File: src/rtl/mult_sweep_pkg.sv
// rtl/mult_sweep_pkg.sv - shared types and constants for the multiplier sweep scorer
package mult_sweep_pkg;

    localparam int DEF_W     = 4;
    localparam int DEF_ACC_W = 16;
    localparam int PAIRS     = 2 ** (2 * DEF_W);
    localparam int PROD_W    = 2 * DEF_W;
    localparam int DIFF_W    = PROD_W + 1;

    typedef enum logic [1:0] {
        ST_IDLE,
        ST_SWEEP,
        ST_DRAIN,
        ST_DONE
    } state_e;

endpackage

File: src/rtl/mult_sweep_scorer_if.sv
// rtl/mult_sweep_scorer_if.sv - scorer control/MUT/metric bundle; err_bias present with MULT_SWEEP_BIAS_EN
interface mult_sweep_scorer_if #(
    parameter int W     = 4,
    parameter int ACC_W = 16
);
    logic                 start;
    logic [W-1:0]         op_a;
    logic [W-1:0]         op_b;
    logic [2*W-1:0]       prod_in;
    logic                 busy;
    logic                 done;
    logic [2*W:0]         err_count;
    logic [ACC_W-1:0]     err_sum;
    logic [2*W-1:0]       err_max;
`ifdef MULT_SWEEP_BIAS_EN
    logic signed [ACC_W:0] err_bias;

    modport master (
        output start, prod_in,
        input  op_a, op_b, busy, done, err_count, err_sum, err_max, err_bias
    );
    modport slave (
        input  start, prod_in,
        output op_a, op_b, busy, done, err_count, err_sum, err_max, err_bias
    );
`else
    modport master (
        output start, prod_in,
        input  op_a, op_b, busy, done, err_count, err_sum, err_max
    );
    modport slave (
        input  start, prod_in,
        output op_a, op_b, busy, done, err_count, err_sum, err_max
    );
`endif
endinterface

File: src/rtl/mult_err_accum.sv
// rtl/mult_err_accum.sv - compare stage and saturating error metrics; err_bias with MULT_SWEEP_BIAS_EN
module mult_err_accum #(
    parameter int W     = 4,
    parameter int ACC_W = 16
) (
    input  logic                 clk,
    input  logic                 rst_n,
    input  logic                 clear,
    input  logic                 valid,
    input  logic [2*W-1:0]       exact,
    input  logic [2*W-1:0]       actual,
    output logic [2*W:0]         err_count,
    output logic [ACC_W-1:0]     err_sum,
    output logic [2*W-1:0]       err_max
`ifdef MULT_SWEEP_BIAS_EN
    ,
    output logic signed [ACC_W:0] err_bias
`endif
);
    localparam int PW = 2 * W;
    localparam int EW = PW + 1;
    localparam int SW = ACC_W + 1;
    localparam int BW = ACC_W + 2;

    logic [PW-1:0]    exact_q, exact_d, actual_q, actual_d;
    logic             valid_q, valid_d;
    logic [PW:0]      count_q, count_d;
    logic [ACC_W-1:0] sum_q, sum_d;
    logic [PW-1:0]    max_q, max_d;
    logic [ACC_W:0]   bias_q, bias_d;

    logic [EW-1:0]    diff;
    logic [PW-1:0]    mag;
    logic [SW-1:0]    sum_ext;
    logic [BW-1:0]    bias_ext;

    always_ff @(posedge clk) begin
        if (!rst_n) begin
            exact_q  <= '0;
            actual_q <= '0;
            valid_q  <= 1'b0;
            count_q  <= '0;
            sum_q    <= '0;
            max_q    <= '0;
            bias_q   <= '0;
        end else begin
            exact_q  <= exact_d;
            actual_q <= actual_d;
            valid_q  <= valid_d;
            count_q  <= count_d;
            sum_q    <= sum_d;
            max_q    <= max_d;
            bias_q   <= bias_d;
        end
    end

    always_comb begin
        exact_d  = exact;
        actual_d = actual;
        valid_d  = valid & ~clear;
        count_d  = count_q;
        sum_d    = sum_q;
        max_d    = max_q;
        bias_d   = bias_q;

        diff     = {1'b0, actual_q} - {1'b0, exact_q};
        mag      = diff[EW-1] ? (exact_q - actual_q) : (actual_q - exact_q);
        sum_ext  = {1'b0, sum_q} + SW'(mag);
        // Signed sum is widened by one bit so overflow shows as a sign-bit disagreement.
        bias_ext = {bias_q[ACC_W], bias_q} + {{(BW-EW){diff[EW-1]}}, diff};

        if (clear) begin
            count_d = '0;
            sum_d   = '0;
            max_d   = '0;
            bias_d  = '0;
        end else if (valid_q) begin
            if (mag != '0)
                count_d = count_q + 1'b1;
            sum_d = sum_ext[SW-1] ? '1 : sum_ext[ACC_W-1:0];
            if (mag > max_q)
                max_d = mag;
            if (bias_ext[BW-1] != bias_ext[BW-2])
                bias_d = bias_ext[BW-1] ? {1'b1, {ACC_W{1'b0}}} : {1'b0, {ACC_W{1'b1}}};
            else
                bias_d = bias_ext[ACC_W:0];
        end
    end

    assign err_count = count_q;
    assign err_sum   = sum_q;
    assign err_max   = max_q;
`ifdef MULT_SWEEP_BIAS_EN
    assign err_bias  = $signed(bias_q);
`endif

endmodule

File: src/rtl/mult_sweep_scorer.sv
// rtl/mult_sweep_scorer.sv - sweeps all operand pairs through a MUT and scores it; optional MULT_SWEEP_BIAS_EN
module mult_sweep_scorer
    import mult_sweep_pkg::*;
#(
    parameter int W     = DEF_W,
    parameter int ACC_W = DEF_ACC_W
) (
    input  logic               clk,
    input  logic               rst_n,
    mult_sweep_scorer_if.slave bus
);
    localparam int PW = 2 * W;

    state_e        state_q, state_d;
    logic [PW-1:0] cnt_q, cnt_d;
    logic          busy_q, busy_d;
    logic          done_q, done_d;
    logic          clear;
    logic          cap_valid;
    logic [PW-1:0] exact;

    always_ff @(posedge clk) begin
        if (!rst_n) begin
            state_q <= ST_IDLE;
            cnt_q   <= '0;
            busy_q  <= 1'b0;
            done_q  <= 1'b0;
        end else begin
            state_q <= state_d;
            cnt_q   <= cnt_d;
            busy_q  <= busy_d;
            done_q  <= done_d;
        end
    end

    always_comb begin
        state_d   = state_q;
        cnt_d     = cnt_q;
        busy_d    = busy_q;
        done_d    = done_q;
        clear     = 1'b0;
        cap_valid = (state_q == ST_SWEEP);
        case (state_q)
            ST_IDLE, ST_DONE: begin
                if (bus.start) begin
                    state_d = ST_SWEEP;
                    cnt_d   = '0;
                    busy_d  = 1'b1;
                    done_d  = 1'b0;
                    clear   = 1'b1;
                end
            end
            ST_SWEEP: begin
                // Counter parks on the last pair so operands hold all-ones afterwards.
                if (cnt_q == '1)
                    state_d = ST_DRAIN;
                else
                    cnt_d = cnt_q + 1'b1;
            end
            ST_DRAIN: begin
                state_d = ST_DONE;
                busy_d  = 1'b0;
                done_d  = 1'b1;
            end
            default: state_d = ST_IDLE;
        endcase
    end

    assign bus.op_a = cnt_q[W-1:0];
    assign bus.op_b = cnt_q[PW-1:W];
    assign bus.busy = busy_q;
    assign bus.done = done_q;
    assign exact    = PW'(bus.op_a) * PW'(bus.op_b);

    mult_err_accum #(.W(W), .ACC_W(ACC_W)) u_accum (
        .clk       (clk),
        .rst_n     (rst_n),
        .clear     (clear),
        .valid     (cap_valid),
        .exact     (exact),
        .actual    (bus.prod_in),
        .err_count (bus.err_count),
        .err_sum   (bus.err_sum),
        .err_max   (bus.err_max)
`ifdef MULT_SWEEP_BIAS_EN
        ,
        .err_bias  (bus.err_bias)
`endif
    );

endmodule

File: src/flat_wrapper.sv
// flat-port wrapper written by rule: the top's interface ports become plain ports
module mult_sweep_scorer_flat import mult_sweep_pkg::*;
#(
    parameter int W     = DEF_W,
    parameter int ACC_W = DEF_ACC_W
)
  (clk, rst_n, bus_start, bus_prod_in, bus_op_a, bus_op_b, bus_busy, bus_done, bus_err_count, bus_err_sum, bus_err_max);
  mult_sweep_scorer_if #(.W(W), .ACC_W(ACC_W)) bus_i ();
  input  logic clk;
  input  logic rst_n;
  input wire logic [$bits(bus_i.start)-1:0] bus_start;
  input wire logic [$bits(bus_i.prod_in)-1:0] bus_prod_in;
  output wire logic [$bits(bus_i.op_a)-1:0] bus_op_a;
  output wire logic [$bits(bus_i.op_b)-1:0] bus_op_b;
  output wire logic [$bits(bus_i.busy)-1:0] bus_busy;
  output wire logic [$bits(bus_i.done)-1:0] bus_done;
  output wire logic [$bits(bus_i.err_count)-1:0] bus_err_count;
  output wire logic [$bits(bus_i.err_sum)-1:0] bus_err_sum;
  output wire logic [$bits(bus_i.err_max)-1:0] bus_err_max;
  assign bus_i.start = bus_start;
  assign bus_i.prod_in = bus_prod_in;
  assign bus_op_a = bus_i.op_a;
  assign bus_op_b = bus_i.op_b;
  assign bus_busy = bus_i.busy;
  assign bus_done = bus_i.done;
  assign bus_err_count = bus_i.err_count;
  assign bus_err_sum = bus_i.err_sum;
  assign bus_err_max = bus_i.err_max;
  mult_sweep_scorer #(.W(W), .ACC_W(ACC_W)) u_core (.clk(clk), .rst_n(rst_n), .bus(bus_i));
endmodule
File: config.mk
export PLATFORM = sky130hd
export DESIGN_NAME = mult_sweep_scorer_flat
export DESIGN_NICKNAME = d
export VERILOG_FILES = /design/src/rtl/mult_sweep_pkg.sv /design/src/rtl/mult_sweep_scorer_if.sv /design/src/rtl/mult_err_accum.sv /design/src/rtl/mult_sweep_scorer.sv /design/src/flat_wrapper.sv
export SDC_FILE = /design/constraint.sdc
export NUM_CORES = 1
export LEC_CHECK = 0
export BUFFER_PORTS_ARGS = -buffer_cell sky130_fd_sc_hd__buf_4
export CORE_ASPECT_RATIO = 1.75
export CORE_MARGIN = 10
export CORE_UTILIZATION = 50
export DETAILED_ROUTE_END_ITERATION = 7
export GPL_ROUTABILITY_DRIVEN = 0
export MAX_ROUTING_LAYER = met4
export PLACE_DENSITY_LB_ADDON = 0.15
export SLEW_MARGIN = 10
export SYNTH_ARGS = -nofsm -noshare
export SYNTH_HDL_FRONTEND = slang
export SYNTH_SLANG_ARGS = --single-unit
File: constraint.sdc
create_clock -name clk -period 3.6 [get_ports clk]
set_input_delay 0.54 -clock clk [delete_from_list [all_inputs] [get_ports clk]]
set_output_delay 0.54 -clock clk [all_outputs]
set_load 0.05 [all_outputs]
* Yosys cells after proc, flatten, opt, wreduce, memory -nomap -nowiden
Index checks and enable logic that the tools add are counted.
** Operators by class
- Equality and inequality tests :: 7
- Reductions and logical operators :: 11
- Muxes and demuxes :: 14
- Multiply operators :: 1
- Add/subtract/negate cells :: 6
- Order comparisons :: 1
- Bitwise logic cells :: 3
** Operators by type and width (number)
- $mux W8 :: 3
- $add A16 B8 Y17 :: 1
- $mux W16 :: 1
- $pmux W8 S2 :: 1
- $sub A8 B8 Y8 :: 2
- $add A9 B1 Y9 const B :: 1
- $sub A8 B8 Y9 :: 1
- $add A8 B1 Y8 const B :: 1
- $eq A8 B8 Y1 const B :: 1
- $gt A8 B8 Y1 :: 1
- $mul A4 B4 Y8 :: 1
- $reduce_and A2 Y1 :: 4
- $reduce_bool A8 Y1 :: 1
- $pmux W2 S3 :: 1
- $eq A2 B2 Y1 const B :: 2
- $mux W1 :: 4
- $mux W2 :: 2
- $ne A2 B2 Y1 const B :: 2
- $pmux W1 S2 :: 2
- $reduce_bool A2 Y1 :: 2
- $reduce_or A2 Y1 :: 2
- $reduce_and A3 Y1 :: 1
- $eq A2 B1 Y1 const B :: 1
- $logic_not A2 Y1 :: 1
- 3 further kinds :: 4
** Word-level totals
- Word-level logic and storage cells :: 53
- Input port bits :: 11
- Output and inout bits :: 43
- Bits in registers :: 62

* Depth between registers and ports, before layout
Gate-level depths: netlist (run 1).
- Depth after elaboration :: 5
- Gate-level depth with buffers :: 18
- Mapped depth without buffers :: 18

* By module
A second synthesis (run 1) with hierarchy kept.
** Second synthesis, totals
- Cells, all modules :: 482
- Area total of the unflattened synthesis :: 4156.5 um^2
** Modules (own cells, without submodules)
- mult_err_accum :: area each 3090.5 um^2, cells an instance 355, instances 1, seq. area each 1001.0 um^2
- mult_sweep_scorer :: area each 1066.0 um^2, cells an instance 127, instances 1, seq. area each 240.2 um^2

* Least setup slack after synthesis (run 1)
Ideal clock, no wire load.
- Path kind :: flip-flop to flip-flop
- From :: register u_core.u_accum.exact_q[3]
- To :: register u_core.u_accum.sum_q[9], in the netlist u_core.u_accum.err_sum[9]
- Setup slack :: 0.072 ns
- Stages on the path, launching flop included :: 18
- Buffers on the path :: 1
- Required time :: 3.468 ns
- Arrival time :: 3.397 ns
- Clock period less this slack :: 3.528 ns
- Setup time :: 0.132 ns
- Path through :: dfxtp_1 -> inv_1 -> ha_1 -> buf_2 -> nand3_2 -> a21oi_2 -> o21ai_0 -> and3_1 -> or2_2 -> ha_1 -> nor2b_1 -> o21ai_0 -> a21boi_0 -> o21ai_0 -> a21oi_1 -> o21ai_1 -> o2111a_1 -> nor3_1
** On the way
- Cells in the longest elaborated chain, start to end :: 4
- Elaborated cells on any way between the ends :: 6
- Classes of those cells :: add/sub (4); mux (2)
** Ends and longest elaborated chain
- from (decl) :: RTL line mult_err_accum.sv:25 : logic [PW-1:0] exact_q, exact_d, actual_q, actual_d;
- from (signal assigned) :: RTL line mult_err_accum.sv:47 : exact_q <= exact_d;
- $sub A8 B8 Y9 :: RTL line mult_err_accum.sv:66 : diff = {1'b0, actual_q} - {1'b0, exact_q};
- $mux W8 :: RTL line mult_err_accum.sv:67 : mag = diff[EW-1] ? (exact_q - actual_q) : (actual_q - exact_q);
- named net u_core.u_accum.mag[2] :: RTL line mult_err_accum.sv:33 : logic [PW-1:0] mag;
- $add A16 B8 Y17 :: RTL line mult_err_accum.sv:68 : sum_ext = {1'b0, sum_q} + SW'(mag);
- $mux W16 :: RTL line mult_err_accum.sv:80 : sum_d = sum_ext[SW-1] ? '1 : sum_ext[ACC_W-1:0];
- to (signal assigned) :: RTL line mult_err_accum.sv:51 : sum_q <= sum_d;
- to (decl) :: RTL line mult_err_accum.sv:28 : logic [ACC_W-1:0] sum_q, sum_d;
The timed path passes the listed nets, and every way through them passes these cells.
A chain may end at the register's enable or synchronous reset.

* Worst setup path in the final report (run 1)
- From :: register u_core.u_accum.actual_q[0]
- To :: register u_core.u_accum.sum_q[15], in the netlist u_core.u_accum.err_sum[15]
** On the way
- Cells in the longest elaborated chain, start to end :: 4
- Elaborated cells on any way between the ends :: 6
- Classes of those cells :: add/sub (4); mux (2)
** Ends and longest elaborated chain
- from (decl) :: RTL line mult_err_accum.sv:25
- from (signal assigned) :: RTL line mult_err_accum.sv:48 : actual_q <= actual_d;
- $sub A8 B8 Y8 or $sub A8 B8 Y9 (tied branches) :: RTL line mult_err_accum.sv:67, mult_err_accum.sv:66
- $mux W8 * :: RTL line mult_err_accum.sv:67
- named net u_core.u_accum.mag[1] :: RTL line mult_err_accum.sv:33
- $add A16 B8 Y17 * :: RTL line mult_err_accum.sv:68
- $mux W16 * :: RTL line mult_err_accum.sv:80
The timed path passes the listed nets; every way through them passes the cells marked *.

==> results of run 1 <==
==> Yosys cell counts, drive strengths merged, types with 3 or more instances <==
library cell,n,area (µm²)
dfxtp,62,1240
ha,48,601
inv,48,180
a21oi,41,216
nand2,32,120
and2,31,194
o21ai,28,144
nor2,19,73.8
nand3,12,65.1
a21o,11,83.8
clkbuf,10,37.5
mux2i,10,100
nand4,9,62.6
xnor2,8,70.1
xor2,8,70.1
a31oi,7,43.8
fa,7,140
or4,6,53.8
nand2b,5,31.3
o31ai,5,37.5
or3,5,32.5
a211oi,4,30.0
a311oi,4,35.0
buf,4,32.5
nor2b,4,25.0
nor3,4,25.0
o21a,4,31.3
and3,3,18.8
o211ai,3,22.5
==> per-stage QoR <==
| stage | total power, µW | setup slack [ns] | TNS, ns | hold WS, ns | cells |
|---|---|---|---|---|---|
| floorplan | 1380 | 0.0716 | 0 | 0.573 | 469 |
| global placement | 1600 | -0.0832 | -0.304 | 0.461 | 633 |
| CTS | 2420 | 0.00368 | 0 | 0.409 | 648 |
| finish | 2460 | 0.146 | 0 | 0.418 | 650 |
| global route | 2590 | -0.0499 | -0.142 | 0.425 | 650 |
| detailed placement | 1620 | -0.214 | -1.80 | 0.481 | 633 |
==> registers in the layout, indices dropped and copies added (netlist names), 2 cells and up <==
signal,count
u_core.u_accum.err_count,9
u_core.u_accum.err_max,8
u_core.u_accum.err_sum,16
u_core.cnt_q,8
u_core.state_q,2
u_core.u_accum.actual_q,8
u_core.u_accum.exact_q,8
==> per-layer routing <==
metal  up-vias  GRT usage
met5         -          -
met1      1754      0.155
met3        32     0.0380
li1       1837          -
met2        94      0.288
met4         0     0.0924
==> timing repair <==
action,4_1_cts,5_1_grt
setup endpoints to repair,17,24
pin swaps,2,14
gates resized for setup,8,36
gates cloned,0,1
buffers inserted,0,1
==> worst max-delay path, delay by kind of cell (launching register included) <==
kind            cells  cell delay, ns
fa+ha+maj           3            0.86
buf+inv             3            0.28
flops               1            0.30
simple gates        2            0.19
mux                 1            0.34
compound gates      9            1.33
==> power groups by stage <==
stage	Sequential, µW	Combinational [µW]	Clock, µW
floorplan	913	469	0
global placement	793	805	0
detailed placement	796	827	0
CTS	782	833	803
global route	790	973	831
finish	783	882	794
==> kinds of logic (layout without fill, tap and decap cells) <==
family / after synthesis / after routing / synth area share
buffers and inverters: 62 / 152 / 0.0613
AND/OR/NAND/NOR: 139 / 139 / 0.194
multiplexers: 11 / 11 / 0.0282
flip-flops: 62 / 62 / 0.304
AO/OA/AOI/OAI: 124 / 125 / 0.197
adder cells (fa/ha/maj): 55 / 55 / 0.181
XOR/XNOR: 16 / 16 / 0.0343
==> layout make-up <==
type	count	area (µm²)
Multi-Input combinational cell	346	2790
Fill cell	693	2700
Sequential cell	62	1240
Timing Repair Buffer	89	668
Clock buffer	12	256
Inverter	48	180
Tap cell	90	113
Clock inverter	3	20.0
==> final timing paths <==
path	from	endpoint	slack, ns	cells after the start
setup reg to reg	u_core.u_accum.actual_q[0]	u_core.u_accum.err_sum[15]	0.15	18
setup / recovery	u_core.u_accum.actual_q[0]	u_core.u_accum.err_sum[15]	0.15	18
hold reg to reg	u_core.bus.done	u_core.bus.done	0.48	2
hold / removal	bus_prod_in[7]	u_core.u_accum.actual_q[7]	0.42	2
==> results.cfg, run 1 <==
[setup_path]
cpMaxStageDelayCell = fa_2
cp_data_arrival_time_ns = 3.63
crit_path_frequent_cell = a21oi_2
worstSetupStartpointType = flip-flop
crit_type = reg -> reg
max_stage_delay_ns = 0.41
crit_chain = inv_1 > ha_2 > inv_1 > fa_2 > nand3_4 > a21oi_2 > buf_4 > nor2_4 > mux2_4 > ha_1 > a21o_1 > a21oi_2 > o21ai_1 > a21oi_2 > o21ai_2 > a41o_4 > a41oi_2 > a311oi_1
worstPathMaxFanout = 8
end_kind = flip-flop
required_ns = 3.77

[power]
cellPowerDensity_mw_per_mm2 = 467
vdd_drop_max_uv = 243
p_switching_uw = 881
p_seq_frac = 0.318
p_leak_uw = 0.00233
p_int_uw = 1580
swShare = 0.358
clkPwrFrac = 0.323
p_comb_frac = 0.359

[logic_synthesis]
synth_enable_flop_cells = 0
async_flop_share = 0
synth_cell_types = 64
synth-seq-cells = 62
synth_area_mm2 = 0.00408
synthFlopType = dfxtp_1
ys_warn_count = 0
synthCells = 469
seq_area_frac_synth = 0.304
synth_nets = 535
syn_avg_cell_area_um2 = 8.71

[routing]
wire_per_inst_um = 15.2
drc_errors = 0
drtIter0Drc = 109
vias_per_cell = 5.72
vias = 3717
top_layer = met4
firstDrtPassIters = 4
routed-wl-met2_um = 5400
m1WireLength_um = 3760
antenna_left = 0
routed-wl-met3_um = 410
routed_wirelength_um = 9890

[place]
io_buffers = 53
place_area_mm2 = 0.00479
hpwl_um = 7680

[clock_tree]
cts_root_buffer = clkbuf_16
clk_pin_slew_ns = 0.05
cts_tree = built
clk_path_buf_depth = 2
cts_sinks = 62
hold_buffers = 0
numCtsBuffers = 9
cts_htree_levels = 3
worstSkewPairLatency_ns = 0.33

[min_path]
hold_path.class = in -> reg

[final_layout]
utilization = 0.661
diodes = 0
area_delta_synth_final_pct = 28.9
nets = 622
final_common_cell = buf_4
mostFrequentLayoutCells = 89 x buf_4, 62 x dfxtp_1, 46 x inv_1, 45 x ha_1, 33 x a21oi_1
drive_gt1_frac = 0.282
fin_area_mm2 = 0.00526

[timing]
maxSlewHeadroom = 0.435
fmax_ghz = 0.290
min_period_ns = 3.45
drv_slew = 0
fin_crit_sh = 0.959
max_slew.worst_pin.slew_ns = 0.846
clock_skew_ns = 0.00737
hold_violations = 0
setup_violations = 0

[grt]
grt_pass1_wl_um = 15800
grt_max_degree = 26
grt_pass1_vias = 3570
grtUsageTotal = 0.163
overflow = 0
antenna_found_initial = 0

[floorplanning]
rows = 43
fp.dieW_um = 88.3
start_util = 0.513
core_mm2 = 0.00796
die_h_um = 140
dieArea_mm2 = 0.0123
ios = 54

[status]
status = finished clean

[flow_run]
drv_cap = 0
No activity file was read; power rests on OpenSTA's default activity.
==> run 2: changes to the inputs <==
--- a/config.mk
+++ b/config.mk
@@ -5,6 +5,7 @@
 export SDC_FILE = /design/constraint.sdc
 export NUM_CORES = 1
 export LEC_CHECK = 0
+export ABC_AREA = 1
 export BUFFER_PORTS_ARGS = -buffer_cell sky130_fd_sc_hd__buf_4
 export CORE_ASPECT_RATIO = 1.75
 export CORE_MARGIN = 10
==> results.cfg, run 2 <==
[routing]
vias = 4140
wire_per_inst_um = 13.2
drtIter0Drc = 151
drc_errors = 0
routed-wl-met2_um = 5980
m1WireLength_um = 3900
vias_per_cell = 5.11
top_layer = met4
firstDrtPassIters = 4
routed-wl-met3_um = 460
routed_wirelength_um = 10700
antenna_left = 0

[setup_path]
rrSetupSlack_ns = 0.26
path_delay_family = simple AND/OR/NAND/NOR gates
critPathLaunch = u_core.u_accum.actual_q[0]
max_stage_delay_ns = 0.39
worstSetupStartpointType = flip-flop
crit_chain = inv_1 > ha_1 > inv_1 > fa_2 > nand3_1 > nand2_2 > a21oi_4 > nand2_1 > nand3_1 > nand2_2 > ha_1 > nand2_1 > nor2_1 > nand2_1 > o211ai_1 > nand3_1 > inv_1 > o21ai_0 > a21oi_1
r2r-end = u_core.u_accum.err_max[3]
cpMaxStageDelayCell = fa_2
crit_type = reg -> reg
cp_data_arrival_time_ns = 3.61
reg2regPathDepth = 19
required_ns = 3.87
worstPathMaxFanout = 14
end_kind = flip-flop
path_buf_inv = 3
r2r-start = u_core.u_accum.actual_q[0]
critPathCapture = u_core.u_accum.err_max[3]
worst-path-stages = 19

[floorplanning]
ios = 54
core_mm2 = 0.00837
fp.dieW_um = 90.3
start_util = 0.517
rows = 44
dieArea_mm2 = 0.0129
die_h_um = 143

[timing]
fin_crit_sh = 0.927
min_period_ns = 3.34
maxSlewHeadroom = 0.518
clock_skew_ns = 0.00597
setup_violations = 0
drv_slew = 0
fmax_ghz = 0.300
hold_violations = 0
max_slew.worst_pin.slew_ns = 0.721

[grt]
grt_pass1_vias = 4163
grt_max_degree = 22
grtUsageTotal = 0.171
antenna_found_initial = 0
overflow = 0
grt_pass1_wl_um = 17800

[final_layout]
fin_area_mm2 = 0.00523
diodes = 0
mostFrequentLayoutCells = 152 x nand2_1, 127 x inv_1, 62 x dfxtp_1, 57 x a21oi_1, 57 x buf_4
drive_gt1_frac = 0.147
multi_input_area_mm2 = 0.00261
area_delta_synth_final_pct = 20.9
seqCellArea_mm2 = 0.00124
largest_reg_flops = 16
nets = 756
final_common_cell = nand2_1
nFillCells = 795

[clock_tree]
clk_pin_slew_ns = 0.06
cts_root_buffer = clkbuf_16
hold_buffers = 0
numCtsBuffers = 9
cts_tree = built
worstSkewPairLatency_ns = 0.34
cts_htree_levels = 3
cts_sinks = 62
clk_path_buf_depth = 2

[logic_synthesis]
syn_avg_cell_area_um2 = 6.83
synth_top_area_cell = dfxtp_1
synth_area_leaders = dfxtp_1 29%, ha_1 14%, nand2_1 13%, inv_1 11%, a21oi_1 6.6%
synth_cell_types = 34
synthCells = 633
synth_common_cells = 153 x nand2_1, 127 x inv_1, 62 x dfxtp_1, 57 x a21oi_1, 48 x ha_1
synth_nets = 699
synth_enable_flop_cells = 0
synth_area_mm2 = 0.00432
synth-seq-cells = 62
seq_area_frac_synth = 0.287
synth.most_common_cell = nand2_1
synth_top_area_frac = 0.287
async_flop_share = 0
ys_warn_count = 0
synthFlopType = dfxtp_1

[power]
finalPower_uw = 2710
vdd_drop_max_uv = 294
p_leak_uw = 0.00273
cellPowerDensity_mw_per_mm2 = 519

[status]
status = finished clean

[place]
io_buffers = 53
place_area_mm2 = 0.00483
hpwl_um = 8410

[flow_run]
drv_cap = 0

[min_path]
hold_path.class = in -> reg
[run 2: cell count changes after synthesis, sizes merged, moves of 10 or more]
cell,previous run,this run
mux2i,10,0
inv,48,129
nand2,32,163
a21oi,41,58
nand3,12,37
nor2,19,36
a21o,11,1
and2,31,0
[run 2: worst min path at each step]
stage | start | slack, ns | end | cells after the start
floorplan | u_core.state_q[1] | 0.46 | u_core.state_q[1] | 2
global placement | u_core.bus.done | 0.45 | u_core.bus.done | 2
detailed placement | u_core.bus.done | 0.47 | u_core.bus.done | 2
CTS | bus_prod_in[3] | 0.38 | u_core.u_accum.actual_q[3] | 3
global route | bus_prod_in[3] | 0.38 | u_core.u_accum.actual_q[3] | 3
finish | bus_prod_in[1] | 0.38 | u_core.u_accum.actual_q[1] | 3
[run 2: what timing repair did]
item	in CTS	in global routing
setup buffers	0	2
setup endpoints to repair	0	23
hold endpoints to repair	0	0
gates resized for setup	0	11
[run 2: cells by family after synthesis]
group,synth area share
buf+inv,0.124
simple gates,0.261
fa+ha+maj,0.171
xor+xnor,0.0304
flops,0.287
compound gates,0.126
[run 2: final cells by class]
cell class / count / share of cell area
sequential: 62 / 0.237
clock buffer: 9 / 0.0431
inverter: 129 / 0.0926
tap: 115 / 0.0275
timing repair buffer: 57 / 0.0819
clock inverter: 7 / 0.0187
multi-input combinational: 431 / 0.499
[run 2: power by group]
group	internal, µW	switching, µW	total, µW
Combinational	308	628	937
Clock	607	330	937
Sequential	756	81.9	838
[run 2: worst min-delay path, stage by stage]
cell and delay [ns]:
buf_4 0.07, nand2_1 0.04, inv_1 0.04
[run 2: per-stage QoR]
step                       util  setup WS, ns  setup TNS (ns)  instances  hold WS [ns]
after floorplan               -         0.549               0        633         0.456
after global placement    0.577         0.203               0        792         0.451
after detailed placement  0.577        0.0961               0        792         0.467
after CTS                 0.615        0.0294               0        808         0.377
after global routing      0.625       -0.0200         -0.0220        810         0.385
final                     0.625         0.261               0        810         0.382
[run 2: layer usage]
layer	vias to the layer above	GRT usage
li1	2112	-
met1	1883	0.150
met2	112	0.326
met3	33	0.0415
met4	0	0.0943
met5	-	-
